--- src/rtl/irrigation_actuator_driver.sv ---
// irrigation_actuator_driver: sequences the valves and the shared pump from a 2-bit mode code.
// The valve opens before the pump, the pump runs a minimum time, and the pump stops before the valve closes.
module irrigation_actuator_driver #(
    parameter int SETTLE_CYC  = 4,
    parameter int MIN_RUN_CYC = 8,
    parameter int DRAIN_CYC   = 3,
    parameter int CNT_W       = 8
) (
    input  logic       CLK,
    input  logic       reset,
    input  logic [1:0] mode,
    output logic       valve_asp,
    output logic       valve_got,
    output logic       pump,
    output logic [1:0] active,
    output logic       busy,
    output logic       err
);
    typedef enum logic [1:0] {IDLE, OPEN, RUN, STOP} state_t;

    localparam logic [CNT_W-1:0] SETTLE_LD = CNT_W'(SETTLE_CYC - 1);
    localparam logic [CNT_W-1:0] RUN_LD    = CNT_W'(MIN_RUN_CYC - 1);
    localparam logic [CNT_W-1:0] DRAIN_LD  = CNT_W'(DRAIN_CYC - 1);

    state_t           state, state_n;
    logic [1:0]       target, target_n;
    logic [CNT_W-1:0] cnt, cnt_n;

    always_ff @(posedge CLK or posedge reset) begin
        if (reset) begin
            state  <= IDLE;
            target <= 2'b00;
            cnt    <= '0;
            err    <= 1'b0;
        end else begin
            state  <= state_n;
            target <= target_n;
            cnt    <= cnt_n;
            err    <= err | (mode == 2'b11);
        end
    end

    always_comb begin
        state_n  = state;
        target_n = target;
        cnt_n    = (cnt != '0) ? cnt - 1'b1 : cnt;
        case (state)
            IDLE: begin
                cnt_n = cnt;
                if (mode == 2'b10 || mode == 2'b01) begin
                    state_n  = OPEN;
                    target_n = mode;
                    cnt_n    = SETTLE_LD;
                end
            end
            OPEN: if (cnt == '0) begin
                state_n = RUN;
                cnt_n   = RUN_LD;
            end
            // Requests made early are honoured only if still present once the minimum run expires
            RUN: if (cnt == '0 && mode != target && mode != 2'b11) begin
                state_n = STOP;
                cnt_n   = DRAIN_LD;
            end
            STOP: if (cnt == '0) state_n = IDLE;
            default: state_n = IDLE;
        endcase
    end

    assign valve_asp = (state != IDLE) && (target == 2'b10);
    assign valve_got = (state != IDLE) && (target == 2'b01);
    assign pump      = (state == RUN);
    assign active    = pump ? target : 2'b00;
    assign busy      = (state == OPEN) || (state == STOP);
endmodule

--- config.mk ---
export PLATFORM = sky130hd
export DESIGN_NAME = irrigation_actuator_driver
export DESIGN_NICKNAME = d
export VERILOG_FILES = /design/src/rtl/irrigation_actuator_driver.sv
export SDC_FILE = /design/constraint.sdc
export NUM_CORES = 1
export LEC_CHECK = 0
export BUFFER_PORTS_ARGS = -buffer_cell sky130_fd_sc_hd__buf_2
export CORE_UTILIZATION = 56
export DETAILED_ROUTE_END_ITERATION = 7
export GPL_TIMING_DRIVEN = 0
export PLACE_DENSITY = 0.77
export SKIP_LAST_GASP = 1
export SLEW_MARGIN = 20
export SYNTH_ARGS = -nofsm -noshare
export SYNTH_HDL_FRONTEND = slang
export SYNTH_SLANG_ARGS = --single-unit
export TNS_END_PERCENT = 1
--- constraint.sdc ---
create_clock -name CLK -period 2.3 [get_ports CLK]
set_input_delay 0.115 -clock CLK [delete_from_list [all_inputs] [get_ports CLK]]
set_output_delay 0.115 -clock CLK [all_outputs]
set_load 0.02 [all_outputs]
==> results.py, run 1 <==
metrics = {
    "global_routing": {
        "grt-ovfl-total": 0,
        "grt_use_total_pct": 21.5,
        "grt_pass1_wl_um": 2980,
        "grt_max_degree": 14,
        "antenna_found_initial": 0,
        "first_global_vias": 676,
    },
    "worst_setup_path": {
        "reg2reg_depth": 10,
        "timing.rr.start": "cnt[1]",
        "path_buf_inv": 2,
        "path_delay_family": "simple AND/OR/NAND/NOR gates",
        "worstReg2RegEnd": "cnt[0]",
        "cp_cell_sequence": "inv_1 -> ha_1 -> nor3b_2 -> nand2_1 -> ha_1 -> inv_1 -> a21oi_1 -> a21oi_1 -> o22ai_1 -> a31oi_1",
        "slowest_stage": "dfrtp_1",
        "startpoint_type": "register",
        "r2r_slack_ns": 0.26,
        "endpoint_kind": "register",
        "cp_slowest_stage_delay_ns": 0.44,
        "cp_max_fo": 6,
        "crit_type": "reg2reg",
        "arrival_ns": 2.24,
        "worstPathRequired_ns": 2.50,
    },
    "finish": {
        "multi_input_area_um2": 579,
        "nets": 127,
        "areaGrowthSynthToFinish_pct": 11.9,
        "layout-drive-gt1-share_pct": 23.7,
        "nFillCells": 127,
        "antenna_cells": 0,
        "ff_latch_area_um2": 325,
        "finalNonFillerCells": 130,
    },
    "min_path": {
        "worst_hold_startpoint": "mode[1]",
        "hold_path_class": "in2reg",
        "min_path_cells": 2,
        "min_to": "target[1]",
    },
    "detailed_routing": {
        "drt_first_pass_iters": 4,
        "routed_via_density": 6.05,
        "drt-total-wl_um": 1830,
        "drt_iter0_markers": 16,
        "drc": 0,
        "ant_nets": 0,
        "route.vias.total": 787,
        "wl_per_cell_um": 14.1,
    },
    "pwr": {
        "power_density_nw_per_um2": 1600,
        "power_leakage_nw": 0.484,
        "ir_drop_mv": 1.25,
    },
    "yosys": {
        "synth-seq-cells": 13,
        "synth_cell_types": 37,
        "async_reset_ff_share_pct": 100,
        "yosys_most_used_dff": "dfrtp_1",
        "synthCells": 99,
        "yosysWarnings": 0,
        "synth.avg_cell_area_um2": 9.47,
        "ys_seq_area_share_pct": 34.7,
        "synth_edf_count": 0,
        "synthesis.nets": 111,
        "syn_area_um2": 937,
    },
    "cts": {
        "postCtsSetupRepairBufs": 0,
        "cts.sinks": 13,
        "htreeDepth": 1,
        "clk_latency_ns": 0.28,
        "root_buffer": "clkbuf_4",
        "clock_path_buffers": 2,
        "path_clk_slew_ns": 0.09,
        "numCtsBuffers": 3,
        "cts_tree": "yes",
    },
    "timing": {
        "tns_ns": 0,
        "skew_ns": 0.00339,
        "rsz0062_at_grt": "no",
        "slew_headroom_pct": 63.4,
        "setup_viol": 0,
        "fmaxAchievable_ghz": 0.491,
        "period_share_pct": 88.5,
        "hold_violations": 0,
        "drv_slew": 0,
        "period_needed_ns": 2.04,
        "worstMarginPinSlew_ns": 0.548,
    },
    "floorplan": {
        "core_area_um2": 1540,
        "die_h_um": 42.9,
        "core.rowCount": 14,
        "die_area_um2": 1840,
        "num_io_pins": 11,
        "initial_core_util_pct": 60.8,
        "die_width_um": 42.9,
    },
    "flow_run": {
        "cap_violations": 0,
    },
    "place": {
        "dp.cells": 125,
        "dp_hpwl_um": 1340,
        "port_buffers": 10,
        "place_congestion": 0.836,
    },
    "status": {
        "outcome": "complete, no violations",
    },
}
==> registers in the layout, indices dropped and copies added, names as in the netlist <==
signal and count:
cnt 8, state 2, target 2, err 1
==> routing by layer <==
metal	GRT usage [%]	wire length (um)	vias to the layer above	share of wire, %
met3	3.83	88	2	4.8
met4	5.63	12	0	0.66
met1	29.1	834	373	46
li1	-	-	393	-
met2	35.5	894	19	49
met5	0	0	-	0
==> stage by stage <==
| stage | power (mW) | util [%] | setup slack, ns | hold slack [ns] | area (um2) |
|---|---|---|---|---|---|
| 6_report | 1.68 | 68.0 | 0.265 | 0.104 | 1050 |
| 5_1_grt | 1.83 | 68.0 | 0.0618 | 0.117 | 1050 |
| 4_1_cts | 1.68 | 67.7 | 0.0469 | 0.113 | 1040 |
| 3_5_place_dp | 1.53 | 65.3 | 0.0700 | 0.175 | 1010 |
| 3_3_place_gp | 1.51 | 65.3 | 0.108 | 0.171 | 1010 |
| 2_1_floorplan | 1.31 | - | 0.418 | -0.00804 | 937 |
==> cells in the mapped netlist, types with 2 or more instances <==
cell	instances	area share, %
a21oi_1	4	2.1
a221oi_2	2	3.2
a22o_1	2	1.9
and2_1	2	1.3
dfrtp_1	13	35
ha_1	8	11
inv_1	9	3.6
mux2_2	3	3.6
nand2_1	8	3.2
nor2_1	3	1.2
nor2b_1	2	1.3
nor3_1	4	2.1
nor3b_1	4	3.2
o21ai_0	9	4.8
o22ai_1	2	1.3
or2_2	2	1.3
xor2_1	2	1.9
==> how the worst max path moves through the flow <==
stage	end	cells after the start	from
after floorplan	cnt[0]	10	cnt[1]
after detailed placement	cnt[0]	10	cnt[1]
after global placement	cnt[0]	10	cnt[1]
final	cnt[0]	10	cnt[1]
after CTS	cnt[0]	10	cnt[1]
after global routing	cnt[0]	10	cnt[1]
==> repair_timing <==
item,4_1_cts,5_1_grt
gates resized for setup,0,1
endpoints found under the hold margin,13,0
endpoints found under the setup margin,0,2
hold buffers,1,0
==> area by class of cell <==
class / instances / area share, %
buffer: 1 / 0.358
clock buffer: 4 / 2.51
inverter: 9 / 3.22
multi-input combinational: 76 / 55.3
sequential: 13 / 31.0
tap: 16 / 1.91
timing repair buffer: 11 / 5.73
==> power by group <==
group / leakage [nW] / internal (mW) / switching (mW) / total (mW)
clock: 0.0150 / 0.0672 / 0.0812 / 0.148
combinational: 0.309 / 0.483 / 0.624 / 1.11
sequential: 0.160 / 0.319 / 0.106 / 0.424
total: 0.484 / 0.869 / 0.811 / 1.68
==> cell families (layout without fill, tap and decap cells) <==
group | count (synthesis) | in the layout | synth area share (%)
XOR/XNOR | 2 | 2 | 1.87
AO/OA/AOI/OAI | 28 | 28 | 22.6
adder cells (fa/ha/maj) | 8 | 8 | 10.7
flip-flops | 13 | 13 | 34.7
multiplexers | 3 | 3 | 3.60
AND/OR/NAND/NOR | 35 | 35 | 22.6
buffers and inverters | 10 | 25 | 4.00
==> placed cells by master (no fill, tap or decap), drive strengths merged <==
master	count
a2111oi	1
a21boi	1
a21oi	4
a221oi	2
a22o	2
a31oi	1
a32o	1
a41o	1
and2	2
buf	10
clkbuf	5
dfrtp	13
dlygate4sd3	1
ha	8
inv	9
mux2	3
nand2	8
nand2b	1
nand3	1
nand4	1
nor2	3
nor2b	2
nor3	5
nor3b	4
nor4	2
o2111ai	1
o21ai	11
o22ai	2
o31ai	1
or2	2
or3	1
or3b	1
or4	2
xor2	2
(Power assumes the default switching activity.)
==> inputs of run 2 (changes only) <==
--- a/config.mk
+++ b/config.mk
@@ -5,6 +5,7 @@
 export SDC_FILE = /design/constraint.sdc
 export NUM_CORES = 1
 export LEC_CHECK = 0
+export ABC_AREA = 1
 export BUFFER_PORTS_ARGS = -buffer_cell sky130_fd_sc_hd__buf_2
 export CORE_UTILIZATION = 56
 export DETAILED_ROUTE_END_ITERATION = 7
==> run 2 against run 1 <==
Effect of this change:
- the flow now finishes with violations (design-rule violations)
- synthesized cell count rose by 34%
- utilization grew 0.36 points
- via count is 5.2% higher
- hold slack better by 0.039 ns
- sequential power fell by 3%
- critical endpoint is now cnt[1]
- largest power group unchanged
==> results.py, run 2 <==
metrics = {
    "status": {
        "outcome": "finished, violations left",
        "violations": "design-rule violations",
    },
    "timing": {
        "worstMarginPinSlew_ns": 0.518,
        "hold_violations": 0,
        "skew_ns": 0.00505,
        "rsz0062_at_grt": "no",
        "slew_headroom_pct": 65.5,
        "setup_viol": 0,
        "period_needed_ns": 1.66,
        "period_share_pct": 72.1,
        "drv_slew": 0,
        "fmaxAchievable_ghz": 0.603,
        "tns_ns": 0,
    },
    "yosys": {
        "yosysTopAreaCell": "dfrtp_1",
        "async_reset_ff_share_pct": 100,
        "synthesis.nets": 145,
        "synth-seq-cells": 13,
        "yosysWarnings": 0,
        "ys_seq_area_share_pct": 33.9,
        "yosysMostFrequentCell": "nand2_1",
        "synth.avg_cell_area_um2": 7.22,
        "synth_cell_types": 24,
        "synthTopCellsByArea": "dfrtp_1 34%, nand2_1 16%, ha_1 10%, inv_1 5.5%, nor2_1 4.3%",
        "synth.top_cell.area_share_pct": 33.9,
        "syn_area_um2": 960,
        "yosys_most_used_dff": "dfrtp_1",
        "synth_common_cells": "41 x nand2_1, 14 x inv_1, 13 x dfrtp_1",
        "synth_edf_count": 0,
        "synthCells": 133,
    },
    "finish": {
        "nets": 161,
        "regMostFlops": "cnt",
        "layout-drive-gt1-share_pct": 23.6,
        "antenna_cells": 0,
        "areaGrowthSynthToFinish_pct": 11.1,
        "design_area_um2": 1070,
        "mostFrequentLayoutCells": "41 x nand2_1, 14 x inv_1, 13 x dfrtp_1",
        "reg_top3": "cnt (8), state (2), target (2)",
        "largest_reg_flops": 8,
        "final_common_cell": "nand2_1",
    },
    "place": {
        "port_buffers": 10,
        "placed_cell_area_um2": 1030,
        "place_congestion": 0.818,
        "dp_hpwl_um": 1390,
    },
    "pwr": {
        "p_sw_mw": 0.812,
        "power_leakage_nw": 0.591,
        "p_sw_share_pct": 51.8,
        "power_density_nw_per_um2": 1470,
        "ir_drop_mv": 0.992,
        "p_seq_share_pct": 26.3,
        "clock_power_share_pct": 9.2,
        "internal-power_mw": 0.755,
        "combinationalPowerShare_pct": 64.5,
    },
    "global_routing": {
        "antenna_found_initial": 0,
        "grt-ovfl-total": 0,
        "grt_pass1_wl_um": 3260,
        "grt_use_total_pct": 22.9,
        "first_global_vias": 827,
        "grt_max_degree": 14,
    },
    "cts": {
        "root_buffer": "clkbuf_4",
        "numCtsBuffers": 3,
        "cts.sinks": 13,
        "path_clk_slew_ns": 0.08,
        "clock_path_buffers": 2,
        "postCtsHoldBufs": 1,
        "postCtsSetupRepairBufs": 0,
        "cts_tree": "yes",
        "clk_latency_ns": 0.28,
        "ctsResizeCount": 0,
        "htreeDepth": 1,
    },
    "worst_setup_path": {
        "worstReg2RegEnd": "cnt[1]",
        "r2r_slack_ns": 0.64,
        "timing.rr.start": "state[0]",
        "slowest_stage": "dfrtp_1",
        "endpoint_kind": "register",
        "worstPathRequired_ns": 2.48,
        "cp_max_fo": 10,
        "arrival_ns": 1.84,
        "crit_type": "reg2reg",
        "reg2reg_depth": 9,
        "cp_cell_sequence": "inv_1 -> ha_1 -> inv_2 -> nor2_2 -> inv_2 -> nand2_1 -> inv_2 -> nand2_1 -> nand2_1",
        "cp_slowest_stage_delay_ns": 0.42,
        "startpoint_type": "register",
    },
    "floorplan": {
        "die_width_um": 43.4,
        "num_io_pins": 11,
        "die_h_um": 43.4,
        "initial_core_util_pct": 61.6,
        "core_area_um2": 1560,
        "core.rowCount": 14,
        "die_area_um2": 1880,
    },
    "detailed_routing": {
        "wl_per_cell_um": 10.9,
        "ant_nets": 0,
        "drc": 2,
        "routed_via_density": 5.05,
        "drt-total-wl_um": 1790,
        "route.vias.total": 828,
        "drt_iter0_markers": 16,
        "drt_first_pass_iters": 6,
    },
    "min_path": {
        "hold_path_class": "in2reg",
        "min_path_cells": 3,
        "worst_hold_startpoint": "mode[0]",
        "min_to": "target[0]",
    },
    "flow_run": {
        "cap_violations": 0,
    },
}
run 2: cell count changes after synthesis, moves of 5 or more:
cell	delta
nand2_2	+6
nand2_1	+33
o21ai_0	-6
nor2_1	+8
inv_2	+7
inv_1	+5
run 2: logic make-up after synthesis:
group	share of synthesized area (%)
adders and majority gates	10.4
xor gates and xnor gates	4.56
buffers and inverters	8.21
and+or+nand+nor	33.4
AOI/OAI and AO/OA	9.52
DFF	33.9
run 2: stage by stage:
step	std cells	hold WS, ns	utilization, %	power (mW)	setup WS [ns]
4_1_cts	164	0.148	68.4	1.58	0.603
5_1_grt	164	0.156	68.4	1.74	0.473
6_report	164	0.143	68.4	1.57	0.642
3_5_place_dp	159	0.169	66.1	1.43	0.612
2_1_floorplan	133	-0.00804	-	1.22	0.870
3_3_place_gp	159	0.166	66.1	1.40	0.626
run 2: how the worst max path moves through the flow:
| stage | from | to | cells after the start |
|---|---|---|---|
| 2_1_floorplan | cnt[1] | cnt[0] | 9 |
| 3_3_place_gp | state[0] | cnt[1] | 9 |
| 3_5_place_dp | state[0] | cnt[1] | 9 |
| 4_1_cts | state[0] | cnt[1] | 9 |
| 5_1_grt | state[1] | cnt[1] | 9 |
| 6_report | state[0] | cnt[1] | 9 |
run 2: metal layers:
metal	GRT usage [%]	share of wire (%)
met1	30.2	47
met2	39.4	49
met3	2.50	2.6
met4	7.50	1.3
met5	0	0
run 2: power groups by stage:
stage / Clock (mW) / Combinational [mW] / Sequential, mW
floorplan: 0 / 0.823 / 0.396
global route: 0.155 / 1.16 / 0.426
global placement: 0 / 0.985 / 0.413
CTS: 0.147 / 1.02 / 0.413
detailed placement: 0 / 1.01 / 0.417
finish: 0.144 / 1.01 / 0.413
run 2: final cells by class:
type	instances	area (um2)
Multi-Input combinational cell	99	556
Sequential cell	13	325
Tap cell	16	20.0
Inverter	21	78.8
Fill cell	138	493
Clock buffer	4	26.3
Timing Repair Buffer	11	60.1
run 2: worst max-delay path, delay by kind of cell, from the launching register on:
family	cells	cell delay, ns
simple gates	4	0.55
flops	1	0.42
fa+ha+maj	1	0.25
buf+inv	4	0.33
